## src/rtl/rs_sched_pkg.sv

```systemverilog
// Shared types and helpers for the RS age-ordered issue scheduler.
// Default geometry comes from RS_ALU_ENTRIES_NUM / NUM_OF_ALUS when the build does not define them.
`ifndef RS_ALU_ENTRIES_NUM
`define RS_ALU_ENTRIES_NUM 8
`endif
`ifndef NUM_OF_ALUS
`define NUM_OF_ALUS 2
`endif

package rs_sched_pkg;
  localparam int RS_DEF    = `RS_ALU_ENTRIES_NUM;
  localparam int FU_DEF    = `NUM_OF_ALUS;
  localparam int LAT_W_DEF = 3;

  typedef logic [LAT_W_DEF-1:0] lat_t;
  typedef logic [RS_DEF-1:0]    age_row_t;

  function automatic int fu_idx_width(input int num_fu);
    return (num_fu <= 1) ? 1 : $clog2(num_fu);
  endfunction
endpackage

```

## src/rtl/rs_age_matrix.sv

```systemverilog
// Age matrix for RS entries: valid bits, pairwise older[i][j] and an age-rank query.
// rank[i] counts masked entries older than i; rank==0 marks the oldest of the mask.
import rs_sched_pkg::*;

module rs_age_matrix #(
  parameter int NUM_OF_RS = RS_DEF,
  parameter int RANK_W    = $clog2(NUM_OF_RS + 1)
) (
  input  logic                             clk,
  input  logic                             reset,
  input  logic [NUM_OF_RS-1:0]             alloc_en,
  input  logic                             flush,
  input  logic [NUM_OF_RS-1:0]             dealloc,
  input  logic [NUM_OF_RS-1:0]             query_mask,
  output logic [NUM_OF_RS-1:0]             valid,
  output logic [NUM_OF_RS-1:0][RANK_W-1:0] rank
);
  logic [NUM_OF_RS-1:0]                valid_r;
  logic [NUM_OF_RS-1:0][NUM_OF_RS-1:0] older_r;
  logic [NUM_OF_RS-1:0][NUM_OF_RS-1:0] older_nxt_s;
  logic [NUM_OF_RS-1:0]                alloc_s;

  // An alloc onto a live entry that is not leaving this cycle is dropped; the old entry survives.
  assign alloc_s = alloc_en & ~(valid_r & ~dealloc);
  assign valid   = valid_r;

  // Next matrix: a new entry's row is cleared, its column marks every entry older than it.
  always_comb begin
    for (int i = 0; i < NUM_OF_RS; i++) begin
      older_nxt_s[i] = alloc_s[i] ? '0 : older_r[i];
    end
    for (int i = 0; i < NUM_OF_RS; i++) begin
      for (int j = 0; j < NUM_OF_RS; j++) begin
        older_nxt_s[j][i] = alloc_s[i] ? ((j != i) && (alloc_s[j] ? (j < i) : valid_r[j]))
                                       : older_nxt_s[j][i];
      end
    end
  end

  // Age rank of each entry within the query mask.
  always_comb begin
    for (int i = 0; i < NUM_OF_RS; i++) begin
      rank[i] = '0;
      for (int j = 0; j < NUM_OF_RS; j++) begin
        rank[i] = rank[i] + RANK_W'(query_mask[j] & older_r[j][i]);
      end
    end
  end

  // Entry state; flush wipes everything including same-cycle allocs.
  always_ff @(posedge clk or posedge reset) begin
    if (reset) begin
      valid_r <= '0;
      older_r <= '0;
    end else if (flush) begin
      valid_r <= '0;
      older_r <= '0;
    end else begin
      valid_r <= (valid_r & ~dealloc) | alloc_s;
      older_r <= older_nxt_s;
    end
  end
endmodule

```

## src/rtl/rs_age_matrix_chk.sv

```systemverilog
// Protocol checker: alloc_en must not target a valid entry that is not dispatching.
module rs_age_matrix_chk #(
  parameter int NUM_OF_RS = 8
) (
  input logic                 clk,
  input logic                 reset,
  input logic [NUM_OF_RS-1:0] alloc_en,
  input logic [NUM_OF_RS-1:0] valid,
  input logic [NUM_OF_RS-1:0] dealloc
);
  a_no_alloc_on_live: assert property (@(posedge clk) disable iff (reset)
    (alloc_en & valid & ~dealloc) == '0);
endmodule

```

## src/rtl/rs_age_issue_scheduler.sv

```systemverilog
// Oldest-first, latency-aware issue from the ALU reservation stations onto the ALU cluster.
// Optional macro RS_SCHED_STATS_EN adds dispatch/stall statistics counters.
import rs_sched_pkg::*;

module rs_age_issue_scheduler #(
  parameter int NUM_OF_RS    = RS_DEF,
  parameter int NUM_OF_FU    = FU_DEF,
  parameter int LAT_WIDTH    = LAT_W_DEF,
  parameter int FU_IDX_WIDTH = fu_idx_width(NUM_OF_FU)
) (
  input  logic                                   clk,
  input  logic                                   reset,
  input  logic [NUM_OF_RS-1:0]                   alloc_en,
  input  logic                                   flush,
  input  logic [NUM_OF_RS-1:0]                   rs_ready,
  input  logic [NUM_OF_RS-1:0][LAT_WIDTH-1:0]    issue_lat,
  output logic [NUM_OF_RS-1:0]                   rs_dispatch_en,
  output logic [NUM_OF_RS-1:0][FU_IDX_WIDTH-1:0] rs_fu_assign,
  output logic [NUM_OF_FU-1:0]                   fu_busy
`ifdef RS_SCHED_STATS_EN
  ,
  output logic [31:0]                            stat_dispatch_cnt,
  output logic [31:0]                            stat_stall_cnt
`endif
);
  localparam int RANK_W  = $clog2(NUM_OF_RS + 1);
  localparam int FRANK_W = $clog2(NUM_OF_FU + 1);

  logic [NUM_OF_RS-1:0]                   valid_s;
  logic [NUM_OF_RS-1:0]                   elig_s;
  logic [NUM_OF_RS-1:0]                   dispatch_s;
  logic [NUM_OF_RS-1:0][RANK_W-1:0]       rank_s;
  logic [NUM_OF_RS-1:0][FU_IDX_WIDTH-1:0] assign_s;
  logic [NUM_OF_FU-1:0][LAT_WIDTH-1:0]    busy_cnt_r;
  logic [NUM_OF_FU-1:0]                   free_s;
  logic [NUM_OF_FU-1:0][FRANK_W-1:0]      free_rank_s;
  logic [FRANK_W-1:0]                     nfree_s;
  logic [NUM_OF_FU-1:0]                   fu_load_s;
  logic [NUM_OF_FU-1:0][LAT_WIDTH-1:0]    fu_lat_s;

  assign elig_s = valid_s & rs_ready;

  rs_age_matrix #(.NUM_OF_RS(NUM_OF_RS), .RANK_W(RANK_W)) u_age (
    .clk        (clk),
    .reset      (reset),
    .alloc_en   (alloc_en),
    .flush      (flush),
    .dealloc    (dispatch_s),
    .query_mask (elig_s),
    .valid      (valid_s),
    .rank       (rank_s)
  );

  rs_age_matrix_chk #(.NUM_OF_RS(NUM_OF_RS)) u_age_chk (
    .clk      (clk),
    .reset    (reset),
    .alloc_en (alloc_en),
    .valid    (valid_s),
    .dealloc  (dispatch_s)
  );

  // Free FUs are handed out in index order: free_rank is the slot position among free FUs.
  always_comb begin
    nfree_s = '0;
    for (int k = 0; k < NUM_OF_FU; k++) begin
      free_s[k]      = (busy_cnt_r[k] == '0);
      free_rank_s[k] = nfree_s;
      nfree_s        = nfree_s + FRANK_W'(free_s[k]);
    end
  end

  // Round r of oldest-first selection is the eligible entry with age rank r.
  always_comb begin
    dispatch_s = '0;
    assign_s   = '0;
    fu_load_s  = '0;
    fu_lat_s   = '0;
    for (int i = 0; i < NUM_OF_RS; i++) begin
      if (elig_s[i] && (int'(rank_s[i]) < NUM_OF_FU) && (int'(rank_s[i]) < int'(nfree_s))) begin
        dispatch_s[i] = 1'b1;
        for (int k = 0; k < NUM_OF_FU; k++) begin
          if (free_s[k] && (int'(free_rank_s[k]) == int'(rank_s[i]))) begin
            assign_s[i]  = FU_IDX_WIDTH'(k);
            fu_load_s[k] = 1'b1;
            fu_lat_s[k]  = issue_lat[i];
          end else begin
            fu_load_s[k] = fu_load_s[k];
          end
        end
      end else begin
        dispatch_s[i] = 1'b0;
      end
    end
  end

  // Output drive, forced quiet while reset is held.
  always_comb begin
    if (reset) begin
      rs_dispatch_en = '0;
      rs_fu_assign   = '0;
      fu_busy        = '0;
    end else begin
      rs_dispatch_en = dispatch_s;
      rs_fu_assign   = assign_s;
      fu_busy        = ~free_s;
    end
  end

  // Multi-cycle ops hold their FU for L-1 further cycles; in-flight ops drain across flush.
  always_ff @(posedge clk or posedge reset) begin
    if (reset) begin
      busy_cnt_r <= '0;
    end else begin
      for (int k = 0; k < NUM_OF_FU; k++) begin
        if (fu_load_s[k] && (fu_lat_s[k] >= LAT_WIDTH'(2))) begin
          busy_cnt_r[k] <= fu_lat_s[k] - LAT_WIDTH'(1);
        end else if (busy_cnt_r[k] != '0) begin
          busy_cnt_r[k] <= busy_cnt_r[k] - LAT_WIDTH'(1);
        end else begin
          busy_cnt_r[k] <= busy_cnt_r[k];
        end
      end
    end
  end

`ifdef RS_SCHED_STATS_EN
  // Wrapping statistics; flush does not clear them.
  always_ff @(posedge clk or posedge reset) begin
    if (reset) begin
      stat_dispatch_cnt <= 32'd0;
      stat_stall_cnt    <= 32'd0;
    end else begin
      stat_dispatch_cnt <= stat_dispatch_cnt + 32'($countones(dispatch_s));
      stat_stall_cnt    <= stat_stall_cnt + {31'd0, |(elig_s & ~dispatch_s)};
    end
  end
`endif
endmodule

```

## config.mk

```make
export PLATFORM = sky130hd
export DESIGN_NAME = rs_age_issue_scheduler
export DESIGN_NICKNAME = d
export VERILOG_FILES = /design/src/rtl/rs_sched_pkg.sv /design/src/rtl/rs_age_matrix.sv /design/src/rtl/rs_age_matrix_chk.sv /design/src/rtl/rs_age_issue_scheduler.sv
export SDC_FILE = /design/constraint.sdc
export NUM_CORES = 1
export LEC_CHECK = 0
export ABC_AREA = 1
export BUFFER_PORTS_ARGS = -buffer_cell sky130_fd_sc_hd__buf_2
export CAP_MARGIN = 20
export CORE_AREA = 2 2 96 98
export DETAILED_ROUTE_END_ITERATION = 8
export DIE_AREA = 0 0 98 100
export GPL_TIMING_DRIVEN = 0
export PLACE_DENSITY = 0.81
export RECOVER_POWER = 100
export SYNTH_ARGS = -nofsm -noshare
export SYNTH_HDL_FRONTEND = slang
export SYNTH_SLANG_ARGS = --single-unit
export TNS_END_PERCENT = 100
```

## constraint.sdc

```tcl
create_clock -name clk -period 5.9 [get_ports clk]
set_clock_uncertainty 0.15 [all_clocks]
set_input_delay 0.59 -clock clk [delete_from_list [all_inputs] [get_ports clk]]
set_output_delay 0.59 -clock clk [all_outputs]
set_load 0.02 [all_outputs]
```

* After elaboration in Yosys (flattened, before gate mapping)
Cells that the tools add are included.
** Word-level totals
- Memories :: 0
- Output and inout port bits :: 18
- ROM bits :: 0
- Latch bits :: 0
- Bits of input ports :: 43
- Register bits :: 78
- Memory bits (writable) :: 0
** Operators by class
- Add/sub/neg operators :: 61
- Mux-type cells :: 166
- Multiply operators :: 0
- Magnitude comparators :: 18
- Bitwise operators :: 71
- Equal/unequal tests :: 8
- Reductions and logical operators :: 84
- Divide/modulo/power cells :: 0
- Shift-type cells :: 0
** Operators with widths (count)
- $add A4 B4 Y4 :: 37
- $mux W1 :: 117
- $reduce_bool A3 Y1 :: 30
- $mux W8 :: 11
- $add A4 B1 Y4 :: 16
- $and A1 B1 Y1 :: 64
- $mux W64 :: 1
- $mux W3 :: 20
- $mux W6 :: 8
- $logic_and A1 B1 Y1 :: 34
- $eq A2 B4 Y1 :: 8
- $logic_not A4 Y1 :: 8
- $lt A4 B2 Y1 :: 8
- $lt A4 B2 Y1 const B :: 8
- $and A8 B8 Y8 :: 3
- $reduce_bool A2 Y1 :: 10
- $mux W2 :: 9
- $not A8 Y8 :: 2
- $sub A3 B1 Y3 const B :: 4
- $or A8 B8 Y8 :: 1
- $ge A3 B2 Y1 const B :: 2
- $logic_not A3 Y1 :: 2
- $add A1 B1 Y2 :: 2
- $add A3 B1 Y4 :: 1
- other kinds (2) :: 2

* Depth between registers and ports, before layout
Gate-level depths: netlist of the first run.
- Depth in word-level cells :: 30
- Depth in mapped cells :: 31
- Depth with buffers taken out :: 31

* Cells and area by module
Synthesis of the first run repeated with hierarchy kept, for this count alone.
** Unflattened totals
- Cells, all modules :: 833
- Area total of the unflattened synthesis :: 5786.8 sq um
** By module, submodules not included
- rs_age_matrix :: sequential area each 1601.5 sq um, instances 1, area an instance 4041.4 sq um, cells each 488
- rs_age_issue_scheduler :: sequential area each 150.1 sq um, instances 1, area an instance 1745.4 sq um, cells each 345

* Worst setup path before layout of the first run
Ideal clock, no wire load.
- Kind :: input-to-reg
- From :: in rs_ready[5]
- To :: reg busy_cnt_r[2] (netlist name)
- Arrival time :: 4.653 ns
- Cell stages on the path :: 22
- Library setup time :: 0.113 ns
- Path slack :: 0.984 ns
- Path buffers :: 0
- Cells stage by stage :: nand2_1 > inv_1 > nand2_1 > fa_1 > fa_1 > fa_1 > fa_1 > inv_1 > ha_1 > a21oi_1 > nand4_1 > nor3_2 > a21oi_1 > a21oi_4 > nand2_1 > nand2_1 > nand2_1 > ha_1 > nand3_1 > nand2_1 > nand2_1 > inv_1
** On the way
- Word-level cells in the longest chain between the ends :: 26
- Elaborated cells between the ends (all ways) :: 118
- Classes of those cells :: add/sub (25); order compare (17); mux (33); bitwise (9); reduce/logical (34)
** Ends and longest elaborated chain
- start, declared :: RTL line rs_age_issue_scheduler.sv:15 : input logic [NUM_OF_RS-1:0] rs_ready,
- $and A8 B8 Y8 (*) :: RTL line rs_age_issue_scheduler.sv:41 : assign elig_s = valid_s & rs_ready;
- $and A1 B1 Y1 :: RTL line rs_age_matrix.sv:45 : rank[i] = rank[i] + RANK_W'(query_mask[j] & older_r[j][i]);
- $add A4 B4 Y4 (3 in series) :: RTL line rs_age_matrix.sv:45
- $lt A4 B2 Y1 / $logic_not A4 Y1 (equally long branches) :: RTL line rs_age_issue_scheduler.sv:79, rs_age_issue_scheduler.sv:82
- $logic_and A1 B1 Y1 (on tied branches) :: RTL line rs_age_issue_scheduler.sv:79, rs_age_issue_scheduler.sv:82
- $logic_and A1 B1 Y1 / $mux W3 (equally long branches) :: RTL line rs_age_issue_scheduler.sv:79, rs_age_issue_scheduler.sv:82
- $mux W6 :: RTL line rs_age_issue_scheduler.sv:79 : if (elig_s[i] && (int'(rank_s[i]) < NUM_OF_FU) && (int'(rank_s[i]) < int'(nfree_s))) begin
- $mux W3 :: RTL line rs_age_issue_scheduler.sv:82 : if (free_s[k] && (int'(free_rank_s[k]) == int'(rank_s[i]))) begin
- [8 not listed]
- $mux W6 :: RTL line rs_age_issue_scheduler.sv:79
- $mux W3 :: RTL line rs_age_issue_scheduler.sv:82
- $mux W6 :: RTL line rs_age_issue_scheduler.sv:79
- $mux W3 :: RTL line rs_age_issue_scheduler.sv:82
- $mux W6 :: RTL line rs_age_issue_scheduler.sv:79
- $ge A3 B2 Y1 :: RTL line rs_age_issue_scheduler.sv:115 : if (fu_load_s[k] && (fu_lat_s[k] >= LAT_WIDTH'(2))) begin
- $logic_and A1 B1 Y1 :: RTL line rs_age_issue_scheduler.sv:115
- $mux W3 / $reduce_bool A2 Y1 (equally long branches)
- end signal, assigned by index :: RTL line rs_age_issue_scheduler.sv:116 : busy_cnt_r[k] <= fu_lat_s[k] - LAT_WIDTH'(1);
- end signal, assigned by index :: RTL line rs_age_issue_scheduler.sv:118 : busy_cnt_r[k] <= busy_cnt_r[k] - LAT_WIDTH'(1);
- end signal, assigned by index :: RTL line rs_age_issue_scheduler.sv:120 : busy_cnt_r[k] <= busy_cnt_r[k];
- end, declared :: RTL line rs_age_issue_scheduler.sv:34 : logic [NUM_OF_FU-1:0][LAT_WIDTH-1:0] busy_cnt_r;
Mark *: on every way between the ends. The rest lies on a longest branch, timed or not.
A chain may end at the register's enable or synchronous reset.

==> results.md, run 1 <==
* Status: finished, violations left
* Failing checks: capacitance limit, slew limit
* Slew Limit Fails at 71
* PortBufs at 58
* Crit share post-route at 0.941
* Std cell rows at 35
* CTS buffer count at 9
* Register area share after synthesis at 0.338
* CTS tree: built
* Max Cap Viol at 1
* CP max FO at 5
* Rel. slew slack at -1.10
* Die Span Y at 100 um
* Clock sink count at 70
* Die X-Extent at 98 um
* Fin crit period at 5.55 ns
* Area contributors post-synth: dfrtp_1, fa_1, nand2_1
* Met1 wire length at 5830 um
* Top layer in use: met4
* CP delay by family, top: adder cells
* Largest net degree at the start of global routing at 71
* Post-synth top area share at 0.338
* Total negative setup slack at 0 ns
* Synth Area per Inst at 7.72 um2
* Initial antenna violation count at 0
* Leak Pwr at 2.76 nW
* FF+latch area at 1750 um2
* EDFF count, synth at 0
* RSZ-0062 raised after global routing: no
* Post-Synthesis Cells at 671
* Inserted Diodes at 0
* Vias in the first global route at 4772
* Global Route Usage Sum at 0.302
* Clock root buffer: clkbuf_8
* Wirelength per Cell at 16.7 um
* Clk_lat worst skew at 0.35 ns
* Synth Cell Area at 5180 um2
* P per Cell Area at 291 nW/um2
* Starting Density at 0.583
* Yosys cell types at 39
* Pre-antenna DRT Iters at 5
* IO Pins at 61
* Most frequent cell after synthesis: nand2_1
* GPL Wtd Cong at 0.946
* Via density at 5.62
* Commonest cells in the netlist: nand2_1, inv_1, nand3_1, dfrtp_1, nor2_1
* Via count of the routed design at 4808
* DRT antenna net count at 0
* FILL cells at 820
* Logic pwr share at 0.402
* H-tree levels at 3
* Critical path launch point type: flop
* Final Hold Fails at 0
* Worst-path clk slew at 0.08 ns
* Worst slew pin tran at 3.13 ns
* Achievable Freq at 0.180 GHz
* Critical Path RT at 5.16 ns
* Initial DRC Count at 505
* CP bufs+invs at 4
* Yosys Warn Count at 0
* Grt total ovfl at 0
* Worst Setup End Kind: primary output
* Setup violations, final at 0
* Critical path class: flop to primary output
* Maximum VDD drop at 130 uV
* P_int at 0.986 mW
* Synth-to-layout area growth at 10.2%
* Post-layout util at 0.642
* Cell Chain, Critical Path: nand2_1 > inv_1 > nand2_1 > fa_1 > fa_1 > fa_1 > fa_1 > inv_1 > ha_1 > a21oi_1 > nand4_1 > nor2_1 > inv_2 > nor2_1 > buf_2
* First-pass GRT wire length at 23300 um
* Core area at 8890 um2
* Postcts setup bufs at 0
* Die area at 9800 um2
* Max clock buf depth at 2
* Async SR Flop Fraction at 1.00
* CP max stage cell: fa_1
* Post-synthesis register bit count at 70
* Crit-path max cell delay at 0.53 ns
* Top cell by count, worst path: fa_1
* # resized after CTS at 0
* Hold Buf Count CTS at 0
* Nets at 826
* Syn_nets at 757
* Power share of the sequential group at 0.340
* Crit path DAT at 4.81 ns
* Clock power frac at 0.258
* Worst Hold Class: input port to flop
* DRC at 0
* Met2 Routed Length at 6890 um
* Top cell type by total area after synthesis: dfrtp_1
* Layout cells sized above 1 at 0.140
* Met3 WL at 1210 um
* Multi-input logic area at 2850 um2
* Final WL at 14200 um
* Dominant synthesized flop cell: dfrtp_1
* Sw frac at 0.407
* DP HPWL at 11100 um
* Net Sw Power at 0.675 mW
cell type report:
cell class              count  area share
clock buffers              10      0.0224
flip-flops and latches     70       0.307
clock inverters             5      0.0149
multi-input cells         479       0.500
plain buffers              10     0.00942
inverters                 112      0.0743
repair buffers             58      0.0482
well taps                 111      0.0243
stage by stage:
| stage | instances | hold WS (ns) | area (um2) | power (mW) | setup WS (ns) |
|---|---|---|---|---|---|
| 2_1_floorplan | 671 | 0.328 | 5180 | 1.11 | 0.984 |
| 3_3_place_gp | 840 | 0.343 | 5610 | 1.26 | 0.436 |
| 3_5_place_dp | 840 | 0.350 | 5610 | 1.29 | 0.327 |
| 4_1_cts | 855 | 0.333 | 5820 | 1.71 | 0.518 |
| 5_1_grt | 855 | 0.354 | 5710 | 1.77 | 0.0625 |
| 6_report | 855 | 0.328 | 5710 | 1.66 | 0.346 |
layout by cell type (no fill, tap or decap), types with 2 or more instances in the layout:
cell type / n
clkinvlp_2: 2
o21ai_0: 56
dfrtp_1: 70
a21oi_4: 2
nand3_2: 4
ha_1: 11
clkinv_4: 2
nand4_1: 4
nor3_2: 2
nor3_1: 3
nand3_1: 77
nor2_2: 7
a21oi_1: 36
fa_1: 32
inv_1: 98
nand2_2: 6
a21boi_0: 2
clkbuf_1: 22
inv_2: 11
xor2_1: 3
nor2_1: 67
o22ai_1: 4
buf_2: 46
nand3b_1: 3
nor2_4: 3
nand2_1: 149
bufinv_16: 2
clkbuf_8: 9
sequential cells by signal, indices dropped and copies added, names as in the netlist:
register,count
u_age.older_r,56
u_age.valid,8
busy_cnt_r,6
metal layers:
metal / vias up / GRT usage
li1: 2277 / -
met1: 2258 / 0.396
met2: 246 / 0.513
met3: 27 / 0.0599
met4: 0 / 0.0897
met5: - / 0
worst register-to-register path, stage by stage (launching register included):
cell	delay, ns
dfrtp_1	0.43
nand2_1	0.17
inv_1	0.22
nand2_1	0.12
fa_1	0.49
fa_1	0.53
fa_1	0.45
fa_1	0.53
inv_1	0.05
ha_1	0.29
a21oi_1	0.15
nand4_1	0.26
nor2_1	0.42
inv_2	0.09
nand2_1	0.07
inv_1	0.04
nand2_2	0.09
a21oi_4	0.07
nand2_2	0.07
nand2_1	0.05
nand2_2	0.07
inv_1	0.05
ha_1	0.20
inv_1	0.06
nand3_1	0.07
nand3_1	0.08
inv_1	0.04
power by group through the flow:
stage | Clock [mW] | Sequential, mW | Combinational, mW
6_report | 0.429 | 0.564 | 0.668
5_1_grt | 0.447 | 0.568 | 0.757
4_1_cts | 0.428 | 0.566 | 0.716
3_5_place_dp | 0 | 0.575 | 0.711
3_3_place_gp | 0 | 0.573 | 0.687
2_1_floorplan | 0 | 0.566 | 0.548
cells by family (layout without fill, tap and decap cells):
kind of cell               Yosys count  count (layout)  synth area share
xor gates and xnor gates             4               4           0.00822
buffers and inverters              122             195            0.0920
DFF                                 70              70             0.338
and+or+nand+nor                    327             327             0.298
AOI/OAI and AO/OA                  105             105             0.113
adders and majority gates           43              43             0.150
path summary, 6_finish.rpt:
check                      cells past startpoint                            end                          start  slack [ns]
setup reg to reg                              26      busy_cnt_r[5]$_DFFE_PP0P_       u_age.valid[5]$_DFF_PP0_        0.48
hold / removal                                 3       u_age.valid[4]$_DFF_PP0_                    alloc_en[4]        0.33
min in group asynchronous                      3  u_age.older_r[61]$_DFFE_PP0P_                          reset        1.55
setup / recovery                              15                rs_fu_assign[6]       u_age.valid[5]$_DFF_PP0_        0.35
hold reg to reg                                2  u_age.older_r[35]$_DFFE_PP0P_  u_age.older_r[35]$_DFFE_PP0P_        0.37
max in group asynchronous                      3  u_age.older_r[10]$_DFFE_PP0P_                          reset        2.65
Note: power is estimated with default switching activity, not from simulation.
==> run 2, diff against run 1 <==
Settings changed: CORE_AREA 2 2 96 98 to 2 2 93 95, DIE_AREA 0 0 98 100 to 0 0 95 97, PLACE_DENSITY 0.81 to 0.86.
Clock period 5.9 ns to 7.1 ns, I/O delays scaled along.
==> run 2 against run 1 <==
Against the previous run:
- the run still ends with capacitance limit, slew limit left
- sequential cell count unchanged
- wire length increased by 1.6%
- combinational power decreased by 15%
- first-iteration DRC count increased by 13%
- cell count decreased by 0.58%
- worst hold slack improved by 0.037 ns
- non-clock buffer count unchanged
- design area increased by 0.20%
- die area decreased by 6.0%
- setup slack improved by 0.91 ns
- global-route usage increased by 2.7 points
- critical path type unchanged
- critical endpoint unchanged
==> results.md, run 2 (synthesis gave the netlist of run 1 again) <==
* Worst Hold Class: flop to flop (was input port to flop)
* GPL Wtd Cong at 0.931 (was 0.946)
* Min-delay src: u_age.older_r[23]$_DFFE_PP0P_ (was alloc_en[4])
* Most frequent cells in the layout: nand2_1, inv_1, nand3_1, dfrtp_1, nor2_1 (unchanged)
* Hold Path End: u_age.older_r[23]$_DFFE_PP0P_ (was u_age.valid[4]$_DFF_PP0_)
* Crit path DAT at 4.98 ns (was 4.81 ns)
* Grt total ovfl at 0 (unchanged)
* CTS buffer count at 9 (unchanged)
* IO Pins at 61 (unchanged)
* Cell Chain, Critical Path: nand2_1 > inv_1 > nand2_1 > fa_1 > fa_1 > fa_1 > fa_1 > inv_1 > ha_1 > a21oi_1 > nand4_1 > nor2_1 > clkinv_1 > nor2_1 > clkbuf_1 (was nand2_1 > inv_1 > nand2_1 > fa_1 > fa_1 > fa_1 > fa_1 > inv_1 > ha_1 > a21oi_1 > nand4_1 > nor2_1 > inv_2 > nor2_1 > buf_2)
* Most Crowded Layer GR: met2 (unchanged)
* DRC at 0 (unchanged)
* Worst slew pin tran at 3.19 ns (was 3.13 ns)
* Critical path class: flop to primary output (unchanged)
* Largest net degree at the start of global routing at 71 (unchanged)
* GR Util met2 at 0.521 (was 0.513)
* Fin crit period at 5.84 ns
* Post-place instance area at 5600 um2 (was 5610 um2)
* First-pass GRT wire length at 23000 um (was 23300 um)
* Rel. slew slack at -1.14 (was -1.10)
* Via density at 5.80 (was 5.62)
* Clk_lat worst skew at 0.35 ns (about the same)
* DRT antenna net count at 0 (unchanged)
* Critical path launch point type: flop (unchanged)
* Hold Buf Count CTS at 0 (unchanged)
* CP max stage cell: fa_1 (unchanged)
* Postcts setup bufs at 0 (unchanged)
* Top reg by flops: u_age.older_r (unchanged)
* Std cell rows at 33 (was 35)
* Max Cap Viol at 1 (unchanged)
* # resized after CTS at 0 (unchanged)
* CP max FO at 5 (unchanged)
* Initial antenna violation count at 1 (was 0)
* H-tree levels at 3 (unchanged)
* Die Span Y at 97 um (was 100 um)
* Pre-antenna DRT Iters at 6 (was 5)
* Critical Path RT at 6.24 ns (was 5.16 ns)
* Synth-to-layout area growth at 10.5% (was 10.2%)
* DP HPWL at 11100 um (about the same)
* RSZ-0062 raised after global routing: no (unchanged)
* Largest register FFs at 56 (unchanged)
* CTS tree: built (unchanged)
* Inserted Diodes at 0 (unchanged)
* P per Cell Area at 247 nW/um2 (was 291 nW/um2)
* Crit share post-route at 0.823
* Clock sink count at 70 (unchanged)
* Final Hold Fails at 0 (unchanged)
* Worst Hold Depth at 2 (was 3)
* Reg2Reg Depth at 22 (was 26)
* Maximum VDD drop at 119 uV (was 130 uV)
* Global Route Usage Sum at 0.329 (was 0.302)
* R2R Path End: busy_cnt_r[2]$_DFFE_PP0P_ (was busy_cnt_r[5]$_DFFE_PP0P_)
* PortBufs at 58 (unchanged)
* Worst r2r src: u_age.valid[5]$_DFF_PP0_ (unchanged)
* Final WL at 14500 um (was 14200 um)
* Worst-path clk slew at 0.08 ns (about the same)
* GR Util met3 at 0.0841 (was 0.0599)
* Top cell by count, worst path: fa_1 (unchanged)
* Die area at 9220 um2 (was 9800 um2)
* Leak Pwr at 2.79 nW (was 2.76 nW)
* Via count of the routed design at 4931 (was 4808)
* FF-to-FF setup slack at 1.40 ns (was 0.48 ns)
* Status: finished, violations left (unchanged)
* Total negative setup slack at 0 ns (unchanged)
* Failing checks: capacitance limit, slew limit (unchanged)
* Vias in the first global route at 4845 (was 4772)
* Met1 usage at 0.412 (was 0.396)
* Slew Limit Fails at 71 (unchanged)
* Max clock buf depth at 2 (unchanged)
* Core area at 8130 um2 (was 8890 um2)
* Leading cell type in the layout, fill and taps excluded: nand2_1 (unchanged)
* Layout cells sized above 1 at 0.138 (was 0.140)
* Final Cell Area at 5720 um2 (was 5710 um2)
* Worst Setup End Kind: primary output (unchanged)
* Clock root buffer: clkbuf_8 (unchanged)
* Achievable Freq at 0.171 GHz
* Die X-Extent at 95 um (was 98 um)
* Crit-path max cell delay at 0.56 ns (was 0.53 ns)
* Starting Density at 0.637 (was 0.583)
* Nets at 826 (unchanged)
* Wirelength per Cell at 17.0 um (was 16.7 um)
* Setup violations, final at 0 (unchanged)
* Initial DRC Count at 572 (was 505)
run 2: routing by layer:
metal	part of all wire	up-vias	routed length (um)
met5	0	-	0
met4	0.047	0	681
met3	0.11	58	1580
met2	0.47	307	6790
met1	0.37	2292	5430
li1	-	2274	-
run 2: final cells by class:
class	count	area [um2]
Multi-Input combinational cell	479	2850
Fill cell	639	2410
Sequential cell	70	1750
Inverter	112	424
Timing Repair Buffer	58	274
Clock buffer	12	155
Tap cell	105	131
Clock inverter	4	77.6
Buffer	10	53.8
run 2: worst max path at each step:
| stage | slack (ns) | end | from | depth (start not counted) |
|---|---|---|---|---|
| final | 1.26 | rs_fu_assign[6] | u_age.valid[5]$_DFF_PP0_ | 15 |
| after CTS | 1.51 | rs_fu_assign[6] | u_age.valid[5]$_DFF_PP0_ | 15 |
| after global placement | 1.53 | busy_cnt_r[2]$_DFFE_PP0P_ | rs_ready[7] | 23 |
| after detailed placement | 1.39 | busy_cnt_r[2]$_DFFE_PP0P_ | rs_ready[5] | 23 |
| after global routing | 0.96 | busy_cnt_r[2]$_DFFE_PP0P_ | u_age.valid[5]$_DFF_PP0_ | 22 |
| after floorplan | 2.06 | busy_cnt_r[2]$_DFFE_PP0P_ | rs_ready[5] | 22 |
run 2: worst max-delay path: cells and delay by family, from the launching register on:
family | cells | cell delay, ns
AO/OA/AOI/OAI | 1 | 0.14
adder cells (fa/ha/maj) | 5 | 2.33
buffers and inverters | 4 | 0.70
flip-flops | 1 | 0.43
AND/OR/NAND/NOR | 5 | 1.02
run 2: stage by stage:
| stage | worst slack [ns] | utilization | instances | power, mW | hold WS, ns |
|---|---|---|---|---|---|
| final | 1.26 | 0.703 | 850 | 1.41 | 0.365 |
| after global routing | 0.959 | 0.703 | 850 | 1.50 | 0.387 |
| after CTS | 1.51 | 0.717 | 850 | 1.44 | 0.365 |
| after detailed placement | 1.39 | 0.689 | 834 | 1.07 | 0.350 |
| after global placement | 1.53 | 0.689 | 834 | 1.04 | 0.341 |
| after floorplan | 2.06 | - | 671 | 0.925 | 0.328 |
run 2: power by group:
part	internal (mW)	total (mW)	switching, mW
clock network	0.219	0.375	0.156
registers	0.443	0.468	0.0243
logic	0.183	0.568	0.385
==> run 3, diff against run 2 <==
Settings changed: CORE_AREA 2 2 93 95 to 2 2 96 98, DIE_AREA 0 0 95 97 to 0 0 98 100, PLACE_DENSITY 0.86 to 0.81.
Clock period 7.1 ns to 6 ns, I/O delays scaled along.
==> run 3 against run 2 <==
Against the previous run:
- the flow still finishes with violations (capacitance limit, slew limit)
- register-to-register slack lost 0.84 ns
- design area shrank 0.20%
- sequential cell count is the same
- utilization shrank 6.1 points
- global-route usage shrank 2.7 points
- via count shrank 2.5%
- combinational power grew 15%
- critical endpoint unchanged
- largest power group unchanged
==> results.md, run 3 (synthesis gave the netlist of run 1 again) <==
* Core area at 8890 um2 (was 8130 um2)
* Clock power frac at 0.258 (was 0.266)
* # resized after CTS at 0 (unchanged)
* DP HPWL at 11100 um (about the same)
* Initial DRC Count at 505 (was 572)
* Min-delay src: alloc_en[4] (was u_age.older_r[23]$_DFFE_PP0P_)
* Net Sw Power at 0.664 mW (was 0.565 mW)
* P per Cell Area at 286 nW/um2 (was 247 nW/um2)
* Vias in the first global route at 4772 (was 4845)
* FILL cells at 820 (was 639)
* Critical Path RT at 5.25 ns (was 6.24 ns)
* Die Span Y at 100 um (was 97 um)
* Crit-path max cell delay at 0.53 ns (was 0.56 ns)
* Total negative setup slack at 0 ns (unchanged)
* Cell Chain, Critical Path: nand2_1 > inv_1 > nand2_1 > fa_1 > fa_1 > fa_1 > fa_1 > inv_1 > ha_1 > a21oi_1 > nand4_1 > nor2_1 > inv_2 > nor2_1 > buf_2 (was nand2_1 > inv_1 > nand2_1 > fa_1 > fa_1 > fa_1 > fa_1 > inv_1 > ha_1 > a21oi_1 > nand4_1 > nor2_1 > clkinv_1 > nor2_1 > clkbuf_1)
* Critical path class: flop to primary output (unchanged)
* Clock sink count at 70 (unchanged)
* Top cell by count, worst path: fa_1 (unchanged)
* Logic pwr share at 0.402 (was 0.403)
* Inserted Diodes at 0 (unchanged)
* Post-layout util at 0.642 (was 0.703)
* RSZ-0062 raised after global routing: no (unchanged)
* Synth-to-layout area growth at 10.2% (was 10.5%)
* Nets at 826 (unchanged)
* Wirelength per Cell at 16.7 um (was 17.0 um)
* Die area at 9800 um2 (was 9220 um2)
* IO Pins at 61 (unchanged)
* Worst Hold Class: input port to flop (was flop to flop)
* Leading cell type in the layout, fill and taps excluded: nand2_1 (unchanged)
* Reg2Reg Depth at 26 (was 22)
* Clk_lat worst skew at 0.35 ns (about the same)
* Status: finished, violations left (unchanged)
* Final Cell Area at 5710 um2 (was 5720 um2)
* CTS buffer count at 9 (unchanged)
* Slew Limit Fails at 71 (unchanged)
* Initial antenna violation count at 0 (was 1)
* Final Hold Fails at 0 (unchanged)
* Worst slew pin tran at 3.13 ns (was 3.19 ns)
* Hold Path End: u_age.valid[4]$_DFF_PP0_ (was u_age.older_r[23]$_DFFE_PP0P_)
* Max clock buf depth at 2 (unchanged)
* Layout cells sized above 1 at 0.140 (was 0.138)
* CTS tree: built (unchanged)
* Achievable Freq at 0.180 GHz
* Largest register FFs at 56 (unchanged)
* Max Cap Viol at 1 (unchanged)
* Crit path DAT at 4.81 ns (was 4.98 ns)
* Worst Setup End Kind: primary output (unchanged)
* P_int at 0.969 mW (was 0.845 mW)
* CP delay by family, top: adder cells (unchanged)
* Setup violations, final at 0 (unchanged)
* Final WL at 14200 um (was 14500 um)
* Hold Buf Count CTS at 0 (unchanged)
* H-tree levels at 3 (unchanged)
* Global Route Usage Sum at 0.302 (was 0.329)
* Die X-Extent at 98 um (was 95 um)
* R2R Path End: busy_cnt_r[5]$_DFFE_PP0P_ (was busy_cnt_r[2]$_DFFE_PP0P_)
* FF-to-FF setup slack at 0.56 ns (was 1.40 ns)
* CP max FO at 5 (unchanged)
* Worst Hold Depth at 3 (was 2)
* First-pass GRT wire length at 23300 um (was 23000 um)
* Postcts setup bufs at 0 (unchanged)
* Worst r2r src: u_age.valid[5]$_DFF_PP0_ (unchanged)
* Largest net degree at the start of global routing at 71 (unchanged)
* CP bufs+invs at 4 (unchanged)
* DRT antenna net count at 0 (unchanged)
* Failing checks: capacitance limit, slew limit (unchanged)
* GPL Wtd Cong at 0.946 (was 0.931)
* Maximum VDD drop at 128 uV (was 119 uV)
* Starting Density at 0.583 (was 0.637)
* DRC at 0 (unchanged)
* Most frequent cells in the layout: nand2_1, inv_1, nand3_1, dfrtp_1, nor2_1 (unchanged)
* Critical path launch point type: flop (unchanged)
* Pre-antenna DRT Iters at 5 (was 6)
* Top reg by flops: u_age.older_r (unchanged)
* Fin crit period at 5.56 ns
* CP max stage cell: fa_1 (unchanged)
* Leak Pwr at 2.76 nW (was 2.79 nW)
* Worst-path clk slew at 0.08 ns (about the same)
* Std cell rows at 35 (was 33)
* PortBufs at 58 (unchanged)
* Sw frac at 0.407 (was 0.401)
* Via count of the routed design at 4807 (was 4931)
* Rel. slew slack at -1.10 (was -1.14)
* Via density at 5.62 (was 5.80)
* Grt total ovfl at 0 (unchanged)
* Post-place instance area at 5610 um2 (was 5600 um2)
* Clock root buffer: clkbuf_8 (unchanged)
* Crit share post-route at 0.927
* Power share of the sequential group at 0.340 (was 0.332)
==> run 3: layer usage <==
layer  up-vias  track usage  wire length [um]
met3        27       0.0599              1210
met1      2257        0.396              5830
met5         -            0                 0
li1       2277            -                 -
met4         0       0.0897               314
met2       246        0.513              6890
==> run 3: metrics by stage <==
| stage | total power [mW] | hold WS (ns) | worst slack, ns | cells |
|---|---|---|---|---|
| 6_report | 1.63 | 0.338 | 0.436 | 855 |
| 2_1_floorplan | 1.10 | 0.328 | 1.07 | 671 |
| 4_1_cts | 1.68 | 0.343 | 0.608 | 855 |
| 3_5_place_dp | 1.26 | 0.350 | 0.417 | 840 |
| 3_3_place_gp | 1.24 | 0.343 | 0.526 | 840 |
| 5_1_grt | 1.74 | 0.364 | 0.136 | 855 |
==> run 3: worst max path at each step <==
stage | startpoint | endpoint | slack [ns] | cells after the start
finish | u_age.valid[5]$_DFF_PP0_ | rs_fu_assign[6] | 0.44 | 15
detailed placement | rs_ready[5] | busy_cnt_r[2]$_DFFE_PP0P_ | 0.42 | 23
global placement | rs_ready[5] | busy_cnt_r[2]$_DFFE_PP0P_ | 0.53 | 23
CTS | u_age.valid[5]$_DFF_PP0_ | rs_fu_assign[6] | 0.61 | 15
global route | u_age.valid[0]$_DFF_PP0_ | busy_cnt_r[5]$_DFFE_PP0P_ | 0.14 | 28
floorplan | rs_ready[5] | busy_cnt_r[2]$_DFFE_PP0P_ | 1.07 | 22
==> run 3: worst min-delay path, cell delays in order <==
cell and delay [ns]:
buf_2 0.10, inv_1 0.04, a21oi_1 0.05
==> run 3: cell type report <==
cell class,instances,area (um2),area share
Tap cell,111,139,0.0243
Clock buffer,10,128,0.0224
Inverter,112,424,0.0743
Multi-Input combinational cell,479,2850,0.500
Clock inverter,5,85.1,0.0149
Buffer,10,53.8,0.00942
Timing Repair Buffer,58,275,0.0482
Sequential cell,70,1750,0.307
==> run 3: power by group through the flow <==
stage	Clock (mW)	Sequential, mW	Combinational (mW)
final	0.421	0.555	0.656
after CTS	0.421	0.557	0.704
after global placement	0	0.563	0.676
after floorplan	0	0.556	0.539
after global routing	0.440	0.558	0.744
after detailed placement	0	0.566	0.699
